## config.mk

```make
export PLATFORM = sky130hd
export DESIGN_NAME = conv_layer_sequencer_flat
export DESIGN_NICKNAME = d
export VERILOG_FILES = /design/src/rtl/conv_pkg.sv /design/src/rtl/conv_layer_sequencer_if.sv /design/src/rtl/conv_addr_gen.sv /design/src/rtl/conv_layer_sequencer.sv /design/src/flat_wrapper.sv
export SDC_FILE = /design/constraint.sdc
export NUM_CORES = 1
export LEC_CHECK = 0
export CAP_MARGIN = 20
export CORE_AREA = 2 2 141 143
export DETAILED_ROUTE_END_ITERATION = 8
export DIE_AREA = 0 0 143 145
export DONT_BUFFER_PORTS = 1
export MAX_ROUTING_LAYER = met4
export PLACE_DENSITY = 0.75
export SLEW_MARGIN = 20
export SYNTH_ARGS = -nofsm -noshare
export SYNTH_HDL_FRONTEND = slang
export SYNTH_SLANG_ARGS = --single-unit
export TNS_END_PERCENT = 20
```

## constraint.sdc

```tcl
create_clock -name clk -period 14.6 [get_ports clk]
set_clock_uncertainty 0.2 [all_clocks]
set_input_delay 1.46 -clock clk [delete_from_list [all_inputs] [get_ports clk]]
set_output_delay 1.46 -clock clk [all_outputs]
set_load 0.005 [all_outputs]
```

## src/rtl/conv_pkg.sv

```systemverilog
// Shared types, default geometry and address-width helpers for the convolution layer sequencer.
package conv_pkg;

    localparam int IMG_ROWS_DEF    = 15;
    localparam int IMG_COLS_DEF    = 14;
    localparam int FLT_ROWS_DEF    = 3;
    localparam int FLT_COLS_DEF    = 3;
    localparam int NUM_FILTERS_DEF = 4;
    localparam int IMG_AW_DEF      = 16;
    localparam int FLT_AW_DEF      = 8;
    localparam int OUT_AW_DEF      = 16;

    function automatic int out_dim(input int img, input int flt);
        return img - flt + 1;
    endfunction

    function automatic bit span_fits(input longint span, input int aw);
        return span <= (longint'(1) << aw);
    endfunction

    localparam int OH   = out_dim(IMG_ROWS_DEF, FLT_ROWS_DEF);
    localparam int OW   = out_dim(IMG_COLS_DEF, FLT_COLS_DEF);
    localparam int TAPS = FLT_ROWS_DEF * FLT_COLS_DEF;

    localparam longint IMG_SPAN = longint'(IMG_ROWS_DEF) * IMG_COLS_DEF;
    localparam longint FLT_SPAN = longint'(NUM_FILTERS_DEF) * TAPS;
    localparam longint OUT_SPAN = longint'(NUM_FILTERS_DEF) * OH * OW;
    localparam bit     DEF_WIDTHS_OK = span_fits(IMG_SPAN, IMG_AW_DEF) &&
                                       span_fits(FLT_SPAN, FLT_AW_DEF) &&
                                       span_fits(OUT_SPAN, OUT_AW_DEF);

    typedef enum logic [1:0] {
        IDLE  = 2'd0,
        RUN   = 2'd1,
        DRAIN = 2'd2,
        DONE  = 2'd3
    } state_e;

endpackage

```

## src/rtl/conv_layer_sequencer_if.sv

```systemverilog
// Layer handshake plus RAM / MAC / output strobes between the sequencer (master) and its datapath (slave).
interface conv_layer_sequencer_if
    import conv_pkg::*;
#(
    parameter int IMG_AW = IMG_AW_DEF,
    parameter int FLT_AW = FLT_AW_DEF,
    parameter int OUT_AW = OUT_AW_DEF
);
    logic              start;
    logic              busy;
    logic              done;
    logic              img_rd_en;
    logic [IMG_AW-1:0] img_addr;
    logic              flt_rd_en;
    logic [FLT_AW-1:0] flt_addr;
    logic              mac_en;
    logic              mac_clear;
    logic              mac_last;
    logic              out_we;
    logic [OUT_AW-1:0] out_addr;

    modport master (
        input  start,
        output busy, done, img_rd_en, img_addr, flt_rd_en, flt_addr,
               mac_en, mac_clear, mac_last, out_we, out_addr
    );

    modport slave (
        output start,
        input  busy, done, img_rd_en, img_addr, flt_rd_en, flt_addr,
               mac_en, mac_clear, mac_last, out_we, out_addr
    );
endinterface

```

## src/rtl/conv_addr_gen.sv

```systemverilog
// Nested filter/row/col/kernel-row/kernel-col counters and the RAM / window address arithmetic.
// Addresses are combinational from the counters; counters freeze on the final tap until the next clear.
module conv_addr_gen
    import conv_pkg::*;
#(
    parameter int IMG_ROWS    = IMG_ROWS_DEF,
    parameter int IMG_COLS    = IMG_COLS_DEF,
    parameter int FLT_ROWS    = FLT_ROWS_DEF,
    parameter int FLT_COLS    = FLT_COLS_DEF,
    parameter int NUM_FILTERS = NUM_FILTERS_DEF,
    parameter int IMG_AW      = IMG_AW_DEF,
    parameter int FLT_AW      = FLT_AW_DEF,
    parameter int OUT_AW      = OUT_AW_DEF
) (
    input  logic              clk,
    input  logic              reset,
    input  logic              clear_i,
    input  logic              adv_i,
    output logic [IMG_AW-1:0] img_addr_o,
    output logic [FLT_AW-1:0] flt_addr_o,
    output logic [OUT_AW-1:0] win_o,
    output logic              first_o,
    output logic              last_o,
    output logic              final_o
);
    localparam int OH_L   = out_dim(IMG_ROWS, FLT_ROWS);
    localparam int OW_L   = out_dim(IMG_COLS, FLT_COLS);
    localparam int TAPS_L = FLT_ROWS * FLT_COLS;
    localparam int CW     = 16;

    logic [CW-1:0] f_q, f_d, r_q, r_d, c_q, c_d, kr_q, kr_d, kc_q, kc_d;
    logic          kc_wrap, kr_wrap, c_wrap, r_wrap, f_wrap;

    assign kc_wrap = (kc_q == CW'(FLT_COLS - 1));
    assign kr_wrap = (kr_q == CW'(FLT_ROWS - 1));
    assign c_wrap  = (c_q  == CW'(OW_L - 1));
    assign r_wrap  = (r_q  == CW'(OH_L - 1));
    assign f_wrap  = (f_q  == CW'(NUM_FILTERS - 1));

    assign first_o = (kc_q == '0) && (kr_q == '0);
    assign last_o  = kc_wrap && kr_wrap;
    assign final_o = last_o && c_wrap && r_wrap && f_wrap;

    always_ff @(posedge clk) begin
        if (reset) begin
            f_q  <= '0;
            r_q  <= '0;
            c_q  <= '0;
            kr_q <= '0;
            kc_q <= '0;
        end else begin
            f_q  <= f_d;
            r_q  <= r_d;
            c_q  <= c_d;
            kr_q <= kr_d;
            kc_q <= kc_d;
        end
    end

    // Carry ripples kc -> kr -> c -> r -> f; holding on the final tap keeps the last addresses visible.
    always_comb begin
        f_d  = f_q;
        r_d  = r_q;
        c_d  = c_q;
        kr_d = kr_q;
        kc_d = kc_q;
        if (clear_i) begin
            f_d  = '0;
            r_d  = '0;
            c_d  = '0;
            kr_d = '0;
            kc_d = '0;
        end else if (adv_i && !final_o) begin
            kc_d = kc_wrap ? '0 : kc_q + 1'b1;
            if (kc_wrap) begin
                kr_d = kr_wrap ? '0 : kr_q + 1'b1;
                if (kr_wrap) begin
                    c_d = c_wrap ? '0 : c_q + 1'b1;
                    if (c_wrap) begin
                        r_d = r_wrap ? '0 : r_q + 1'b1;
                        if (r_wrap) begin
                            f_d = f_q + 1'b1;
                        end
                    end
                end
            end
        end
    end

    assign img_addr_o = IMG_AW'((32'(r_q) + 32'(kr_q)) * 32'(IMG_COLS) + 32'(c_q) + 32'(kc_q));
    assign flt_addr_o = FLT_AW'(32'(f_q) * 32'(TAPS_L) + 32'(kr_q) * 32'(FLT_COLS) + 32'(kc_q));
    assign win_o      = OUT_AW'(32'(f_q) * 32'(OH_L * OW_L) + 32'(r_q) * 32'(OW_L) + 32'(c_q));

endmodule

```

## src/rtl/conv_layer_sequencer.sv

```systemverilog
// Runs one MAC engine over a whole conv layer: one tap per RUN cycle, mac_* one cycle after issue,
// out_we one cycle after mac_last; no backpressure, start is ignored unless IDLE.
module conv_layer_sequencer
    import conv_pkg::*;
#(
    parameter int IMG_ROWS    = IMG_ROWS_DEF,
    parameter int IMG_COLS    = IMG_COLS_DEF,
    parameter int FLT_ROWS    = FLT_ROWS_DEF,
    parameter int FLT_COLS    = FLT_COLS_DEF,
    parameter int NUM_FILTERS = NUM_FILTERS_DEF,
    parameter int IMG_AW      = IMG_AW_DEF,
    parameter int FLT_AW      = FLT_AW_DEF,
    parameter int OUT_AW      = OUT_AW_DEF
) (
    input  logic                   clk,
    input  logic                   reset,
    conv_layer_sequencer_if.master bus
);
    localparam int OH_L = out_dim(IMG_ROWS, FLT_ROWS);
    localparam int OW_L = out_dim(IMG_COLS, FLT_COLS);

    if (!span_fits(longint'(IMG_ROWS) * IMG_COLS, IMG_AW)) begin : g_img_aw_chk
        $error("IMG_AW too narrow for IMG_ROWS*IMG_COLS");
    end
    if (!span_fits(longint'(NUM_FILTERS) * FLT_ROWS * FLT_COLS, FLT_AW)) begin : g_flt_aw_chk
        $error("FLT_AW too narrow for the filter bank");
    end
    if (!span_fits(longint'(NUM_FILTERS) * OH_L * OW_L, OUT_AW)) begin : g_out_aw_chk
        $error("OUT_AW too narrow for the output map");
    end

    state_e            state_q, state_d;
    logic              issue, busy, done, start_acc;
    logic              first_tap, last_tap, final_tap;
    logic [IMG_AW-1:0] img_addr;
    logic [FLT_AW-1:0] flt_addr;
    logic [OUT_AW-1:0] win;
    logic              mac_en_q, mac_clear_q, mac_last_q, out_we_q;
    logic [OUT_AW-1:0] win_q, out_addr_q;

    assign start_acc = (state_q == IDLE) && bus.start;

    conv_addr_gen #(
        .IMG_ROWS    (IMG_ROWS),
        .IMG_COLS    (IMG_COLS),
        .FLT_ROWS    (FLT_ROWS),
        .FLT_COLS    (FLT_COLS),
        .NUM_FILTERS (NUM_FILTERS),
        .IMG_AW      (IMG_AW),
        .FLT_AW      (FLT_AW),
        .OUT_AW      (OUT_AW)
    ) u_addr_gen (
        .clk        (clk),
        .reset      (reset),
        .clear_i    (start_acc),
        .adv_i      (issue),
        .img_addr_o (img_addr),
        .flt_addr_o (flt_addr),
        .win_o      (win),
        .first_o    (first_tap),
        .last_o     (last_tap),
        .final_o    (final_tap)
    );

    always_ff @(posedge clk) begin
        if (reset) begin
            state_q <= IDLE;
        end else begin
            state_q <= state_d;
        end
    end

    // DRAIN ends once stage 1 is empty: the cycle the final out_we is on the port.
    always_comb begin
        state_d = state_q;
        case (state_q)
            IDLE:    if (bus.start) state_d = RUN;
            RUN:     if (final_tap) state_d = DRAIN;
            DRAIN:   if (!mac_en_q) state_d = DONE;
            DONE:    state_d = IDLE;
            default: state_d = IDLE;
        endcase
    end

    always_comb begin
        issue = (state_q == RUN);
        busy  = (state_q != IDLE);
        done  = (state_q == DONE);
    end

    always_ff @(posedge clk) begin
        if (reset) begin
            mac_en_q    <= 1'b0;
            mac_clear_q <= 1'b0;
            mac_last_q  <= 1'b0;
            out_we_q    <= 1'b0;
            win_q       <= '0;
            out_addr_q  <= '0;
        end else begin
            mac_en_q    <= issue;
            mac_clear_q <= issue && first_tap;
            mac_last_q  <= issue && last_tap;
            out_we_q    <= mac_last_q;
            if (issue) begin
                win_q <= win;
            end
            if (mac_last_q) begin
                out_addr_q <= win_q;
            end
        end
    end

    assign bus.busy      = busy;
    assign bus.done      = done;
    assign bus.img_rd_en = issue;
    assign bus.flt_rd_en = issue;
    assign bus.img_addr  = img_addr;
    assign bus.flt_addr  = flt_addr;
    assign bus.mac_en    = mac_en_q;
    assign bus.mac_clear = mac_clear_q;
    assign bus.mac_last  = mac_last_q;
    assign bus.out_we    = out_we_q;
    assign bus.out_addr  = out_addr_q;

endmodule

```

## src/flat_wrapper.sv

```systemverilog
// flat-port wrapper written by rule: the top's interface ports become plain ports
module conv_layer_sequencer_flat import conv_pkg::*;
#(
    parameter int IMG_ROWS    = IMG_ROWS_DEF,
    parameter int IMG_COLS    = IMG_COLS_DEF,
    parameter int FLT_ROWS    = FLT_ROWS_DEF,
    parameter int FLT_COLS    = FLT_COLS_DEF,
    parameter int NUM_FILTERS = NUM_FILTERS_DEF,
    parameter int IMG_AW      = IMG_AW_DEF,
    parameter int FLT_AW      = FLT_AW_DEF,
    parameter int OUT_AW      = OUT_AW_DEF
)
  (clk, reset, bus_start, bus_busy, bus_done, bus_img_rd_en, bus_img_addr, bus_flt_rd_en, bus_flt_addr, bus_mac_en, bus_mac_clear, bus_mac_last, bus_out_we, bus_out_addr);
  conv_layer_sequencer_if #(.IMG_AW(IMG_AW), .FLT_AW(FLT_AW), .OUT_AW(OUT_AW)) bus_i ();
  input  logic clk;
  input  logic reset;
  input wire logic [$bits(bus_i.start)-1:0] bus_start;
  output wire logic [$bits(bus_i.busy)-1:0] bus_busy;
  output wire logic [$bits(bus_i.done)-1:0] bus_done;
  output wire logic [$bits(bus_i.img_rd_en)-1:0] bus_img_rd_en;
  output wire logic [$bits(bus_i.img_addr)-1:0] bus_img_addr;
  output wire logic [$bits(bus_i.flt_rd_en)-1:0] bus_flt_rd_en;
  output wire logic [$bits(bus_i.flt_addr)-1:0] bus_flt_addr;
  output wire logic [$bits(bus_i.mac_en)-1:0] bus_mac_en;
  output wire logic [$bits(bus_i.mac_clear)-1:0] bus_mac_clear;
  output wire logic [$bits(bus_i.mac_last)-1:0] bus_mac_last;
  output wire logic [$bits(bus_i.out_we)-1:0] bus_out_we;
  output wire logic [$bits(bus_i.out_addr)-1:0] bus_out_addr;
  assign bus_i.start = bus_start;
  assign bus_busy = bus_i.busy;
  assign bus_done = bus_i.done;
  assign bus_img_rd_en = bus_i.img_rd_en;
  assign bus_img_addr = bus_i.img_addr;
  assign bus_flt_rd_en = bus_i.flt_rd_en;
  assign bus_flt_addr = bus_i.flt_addr;
  assign bus_mac_en = bus_i.mac_en;
  assign bus_mac_clear = bus_i.mac_clear;
  assign bus_mac_last = bus_i.mac_last;
  assign bus_out_we = bus_i.out_we;
  assign bus_out_addr = bus_i.out_addr;
  conv_layer_sequencer #(.IMG_ROWS(IMG_ROWS), .IMG_COLS(IMG_COLS), .FLT_ROWS(FLT_ROWS), .FLT_COLS(FLT_COLS), .NUM_FILTERS(NUM_FILTERS), .IMG_AW(IMG_AW), .FLT_AW(FLT_AW), .OUT_AW(OUT_AW)) u_core (.clk(clk), .reset(reset), .bus(bus_i));
endmodule
```

# Yosys cells after proc, flatten, opt, wreduce, memory -nomap -nowiden
# Index checks and enable logic that the tools add are counted.
# word_totals
ff_bits	118
inputBits	3
out_inout_bits	48
wordCells	68
# op_classes
addsub	12
mul	5
n_eq_ne	11
mux	8
n_reduce_logical	20
# op_table
cell	count
adder 16 x 1 -> 16 bit, second input constant	5
adder 16 bit	4
two-way mux 16 bit	4
== test 16 x 2 -> 1 bit, second input constant	3
== test 16 x 4 -> 1 bit, second input constant	2
zero test 16 bit	2
adder 16 x 16 -> 17 bit	1
multiplier 17 x 3 -> 15 bit, second input constant	1
adder 8 bit	2
multiplier 16 x 2 -> 14 bit, second input constant	1
multiplier 16 x 2 -> 8 bit, second input constant	1
multiplier 16 x 4 -> 8 bit, second input constant	1
multiplier 16 x 6 -> 14 bit, second input constant	1
logical AND 1 bit	9
case mux 2 bit (4 select lines)	1
two-way mux 2 bit	3
!= test 2 bit, second input constant	3
AND reduction 3 bit	2
AND reduction 5 bit	1
== test 2 bit, second input constant	2
AND reduction 4 bit	1
== test 2 x 1 -> 1 bit, second input constant	1
zero test 2 bit	1
AND reduction 2 bit	1
3 further kinds	3

# Depth between registers and ports, before layout
# depth
word_depth	8
mapped_depth	26

# By module
# A second synthesis with hierarchy kept.
# hier_totals
cells_unflattened	1295
hier_area_um2	11320.9
# by_module_without_submodules
module	n_inst	cells_per_inst	area_per_inst_um2	seq_area_each_um2
conv_addr_gen	1	1161	9883.2	1601.5
conv_layer_sequencer	1	134	1437.6	760.7

# Worst setup path before layout
# Ideal clock, no wire load.
# synth_path
path_type	register to output
start	register u_core.u_addr_gen.kr_q[0]
end	output port bus_img_addr[15]
arrival_time_ns	5.333
required_ns	12.940
path_slack_ns	7.607
path_stages_with_launch	26
path_buffers	0
path_cell_list	dfxtp_1 ha_1 inv_1 fa_1 nor2b_1 o21ai_0 a21oi_1 inv_1 fa_1 inv_1 ha_1 a21oi_1 o21bai_1 a21oi_1 o21ba_2 o21ai_0 nor2_1 xor2_1 fa_1 inv_1 ha_1 or3_1 o31ai_1 o21ai_0 xnor2_1 xnor3_1
# synth_between
elab_chain_len	4
# synth_rtl
item	line_no	source
start: declaration	conv_addr_gen.sv:31	logic [CW-1:0] f_q, f_d, r_q, r_d, c_q, c_d, kr_q, kr_d, kc_q, kc_d;
start signal: assignment	conv_addr_gen.sv:55	kr_q <= kr_d;
adder 16 x 16 -> 17 bit	conv_addr_gen.sv:90	assign img_addr_o = IMG_AW'((32'(r_q) + 32'(kr_q)) * 32'(IMG_COLS) + 32'(c_q) + 32'(kc_q));
multiplier 17 x 3 -> 15 bit	conv_addr_gen.sv:90	
adder 16 bit (2 in series)	conv_addr_gen.sv:90	
end: declaration	flat_wrapper.sv:21	output wire logic [$bits(bus_i.img_addr)-1:0] bus_img_addr;
# No other way between the ends.

# Final worst setup path
# Same ends and word-level chain as after synthesis.

==> flow_summary.toml <==
[synth]
syn_area_mm2 = 0.0114
synth-compound-area-share_pct = 10.9
syn_nets = 1531
synth_largest_area_cell = "dfxtp_1"
yosys_warnings = 0
ys_seq_area_share_pct = 20.8
synth_common_cells = "inv_1, ha_1, nor2_1"
ys.flop_type = "dfxtp_1"
synth-seq-cells = 118
synthArstFlopShare_pct = 0
synth_mux_area_share_pct = 2.29
synth-xor-area-share_pct = 11.5
synth_cells = 1301
synth-simple-area-share_pct = 17.1
yosys.area.top_type_share_pct = 20.8
yosys-top-cells-area = "dfxtp_1, ha_1, fa_1, xnor2_1, inv_1"
synth_most_common_cell = "inv_1"
synth_top_family_by_area = "adder cells"
synth_adder_area_share_pct = 29.7
avgSynthCellArea_um2 = 8.74
synth-edff-count = 0
synth_cell_type_count = 71

[setup_path]
cpMostUsedCell = "inv_1"
crit_fanout = 6
crit_buf_inv = 4
cp-start-kind = "register"
worst-r2r-setup-slack_ns = 8.54
slowest_stage = "fa_1"
endpoint = "bus_img_addr[15]"
slowest_delay_ns = 0.54
crit_required_ns = 12.94
critical_path_class = "reg2out"
arrival_ns = 6.61
crit_chain = "ha_1, inv_1, fa_1, nor2b_1, o21ai_0, a21oi_1, inv_1, fa_1, inv_1, ha_1, a211oi_1, o21bai_1, a31oi_1, o21bai_1, xnor2_1, fa_1, inv_1, ha_1, or3_1, o31ai_1, o21ai_0, xnor2_1, xnor3_1"
path_depth = 23
rr_worst_depth = 21
crit_start = "u_core.u_addr_gen.kr_q[0]$_SDFFE_PP0P_"
reg2reg_to = "u_core.win_q[15]$_SDFFE_PP0P_"
setup.worst_path.end_class = "output pin"
critical-path-top-delay-family = "adder cells"
r2r_start = "u_core.u_addr_gen.f_q[4]$_SDFFE_PP0P_"

[sta]
setup_viol = 0
min_period_over_period_pct = 56.6
slew_viol_final = 0
setup_tns_ns = 0
timing.final.hold_violations = 0
rsz0062_at_grt = "false"
fmax_mhz = 121
fin_crit_ns = 8.27
worstMarginPinSlew_ns = 0.992
max_slew_margin_pct = 33.8

[floorplan]
io_pins = 51
fp.dieH_um = 145
std_cell_rows = 51
initial_core_util_pct = 59.2
coreArea_mm2 = 0.0192
die_w_um = 143
dieArea_mm2 = 0.0207

[cells_and_area]
antenna_cells = 0
layout-drive-gt1-share_pct = 5.01
utilization_pct = 63.9
nets = 1535
syn_to_final_growth_pct = 7.92
multi_input_area_mm2 = 0.00814
fill_cells = 1577
seqCellArea_mm2 = 0.00236

[clock_network]
cts_htree_levels = 4
numCtsBuffers = 17
cts_tree = "done"
cts_num_sinks = 118
hold_buffers = 0
worstSkewPairLatency_ns = 0.43
path_clk_slew_ns = 0.05
cts_setup_buffers = 0
ctsResizeCount = 0
clock_path_buffers = 2
cts_root_buf = "clkbuf_16"

[hold_path]
min_path_type = "reg2reg"

[detailed_routing]
drcViolationCount = 0
wirelength_met1_um = 11800
first_pass_iters = 5
vias = 8811
route.met3.wl_um = 1120
routed_wl_um = 26200
wl_per_cell_um = 16.5
antenna_left = 0
wl_met2_um = 12300
vias_per_cell = 5.57
highest_layer = "met4"
dr.first_iter.drc_count = 582

[global_routing]
grt_pass1_wl_um = 42500
grt_pass1_vias = 8696
grt_max_degree = 41
grt_overflow = 0
grtUsageTotal_pct = 26.4
antenna_found_initial = 0

[placement]
globalplace.congestion = 0.908
place_hpwl_um = 20600
portBuffers = 0

[job]
cap_viol_max_count = 0

[power_and_ir_drop]
power.density_mw_per_mm2 = 72.8
p_leak_nw = 5.66
irDropWorstVdd_mv = 0.0754
total_power_w = 0.000893

[run_status]
outcome = "completed"
-- worst min path at each step --
stage | start | end | slack, ns | cells past startpoint
after detailed placement | u_core.win_q[13]$_SDFFE_PP0P_ | u_core.win_q[13]$_SDFFE_PP0P_ | 0.25 | 2
after global routing | u_core.win_q[13]$_SDFFE_PP0P_ | u_core.win_q[13]$_SDFFE_PP0P_ | 0.30 | 2
after global placement | u_core.win_q[13]$_SDFFE_PP0P_ | u_core.win_q[13]$_SDFFE_PP0P_ | 0.25 | 2
after floorplan | u_core.win_q[11]$_SDFFE_PP0P_ | u_core.win_q[11]$_SDFFE_PP0P_ | 0.24 | 2
final | u_core.win_q[13]$_SDFFE_PP0P_ | u_core.win_q[13]$_SDFFE_PP0P_ | 0.26 | 2
after CTS | u_core.win_q[13]$_SDFFE_PP0P_ | u_core.win_q[13]$_SDFFE_PP0P_ | 0.26 | 2
-- flip-flops by register name, indices dropped and copies added (netlist names), 2 cells and up --
name / count
u_core.win_q: 16
u_core.bus.out_addr: 16
u_core.u_addr_gen.kc_q: 16
u_core.u_addr_gen.f_q: 16
u_core.u_addr_gen.c_q: 16
u_core.state_q: 2
u_core.u_addr_gen.r_q: 16
u_core.u_addr_gen.kr_q: 16
-- per-layer routing --
metal  GRT usage (%)  vias up
met2            42.3      232
met3            3.50       57
li1                -     4342
met4            10.8        0
met5               -        -
met1            33.7     4180
-- final cells by class --
type	count	area share, %
Tap cell	265	2.70
Multi-Input combinational cell	951	66.3
Timing Repair Buffer	1	0.0612
Clock buffer	19	3.53
Inverter	216	6.60
Sequential cell	118	19.2
Clock inverter	13	1.58
-- layout by cell type, fill, tap and decap left out, drive strengths merged, types with 7 or more instances in the layout --
cell	count
a21o	19
xor2	25
nor2	132
nand4	22
nor2b	8
a211oi	9
fa	72
mux2i	26
o21a	10
o21bai	14
inv	221
nand2	43
o21ai	35
clkbuf	19
nor3	31
o31ai	7
ha	155
and2	10
and3	12
xnor2	122
dfxtp	118
or3	23
nand3	32
nor4	14
a21oi	62
-- stage by stage --
stage                     setup WS (ns)  hold WS [ns]  cells  cell area (µm²)
final                              6.33         0.260   1583            12300
after global routing               5.92         0.300   1583            12300
after floorplan                    7.61         0.241   1301            11400
after detailed placement           6.94         0.251   1551            11600
after global placement             7.11         0.249   1551            11600
after CTS                          6.44         0.260   1583            12300
-- power by group --
| part | internal (W) | switching [W] |
|---|---|---|
| clock network | 0.000288 | 0.000165 |
| logic | 0.0000268 | 0.0000736 |
| registers | 0.000331 | 0.00000837 |
| total | 0.000646 | 0.000247 |
-- worst register-to-register path, stage by stage, from the launching register on --
cell and delay, ns:
dfxtp_1 0.65, inv_1 0.27, fa_1 0.59, inv_1 0.05
ha_1 0.27, inv_1 0.05, fa_1 0.52, inv_1 0.04
ha_1 0.32, inv_1 0.05, o21bai_1 0.13, a21oi_1 0.12
o21bai_1 0.14, a21oi_1 0.12, or4b_2 0.62, o2111ai_1 0.18
fa_1 0.50, ha_1 0.23, or3_1 0.31, o31ai_1 0.31
nand4_1 0.12, nor3b_1 0.15
-- cell families (layout without fill, tap and decap cells) --
logic type | after synthesis | count (layout)
AND/OR/NAND/NOR | 360 | 360
buffers and inverters | 232 | 249
adder cells (fa/ha/maj) | 227 | 227
AO/OA/AOI/OAI | 190 | 190
XOR/XNOR | 148 | 148
flip-flops | 118 | 118
multiplexers | 26 | 26
No activity file was read; power rests on OpenSTA's default activity.
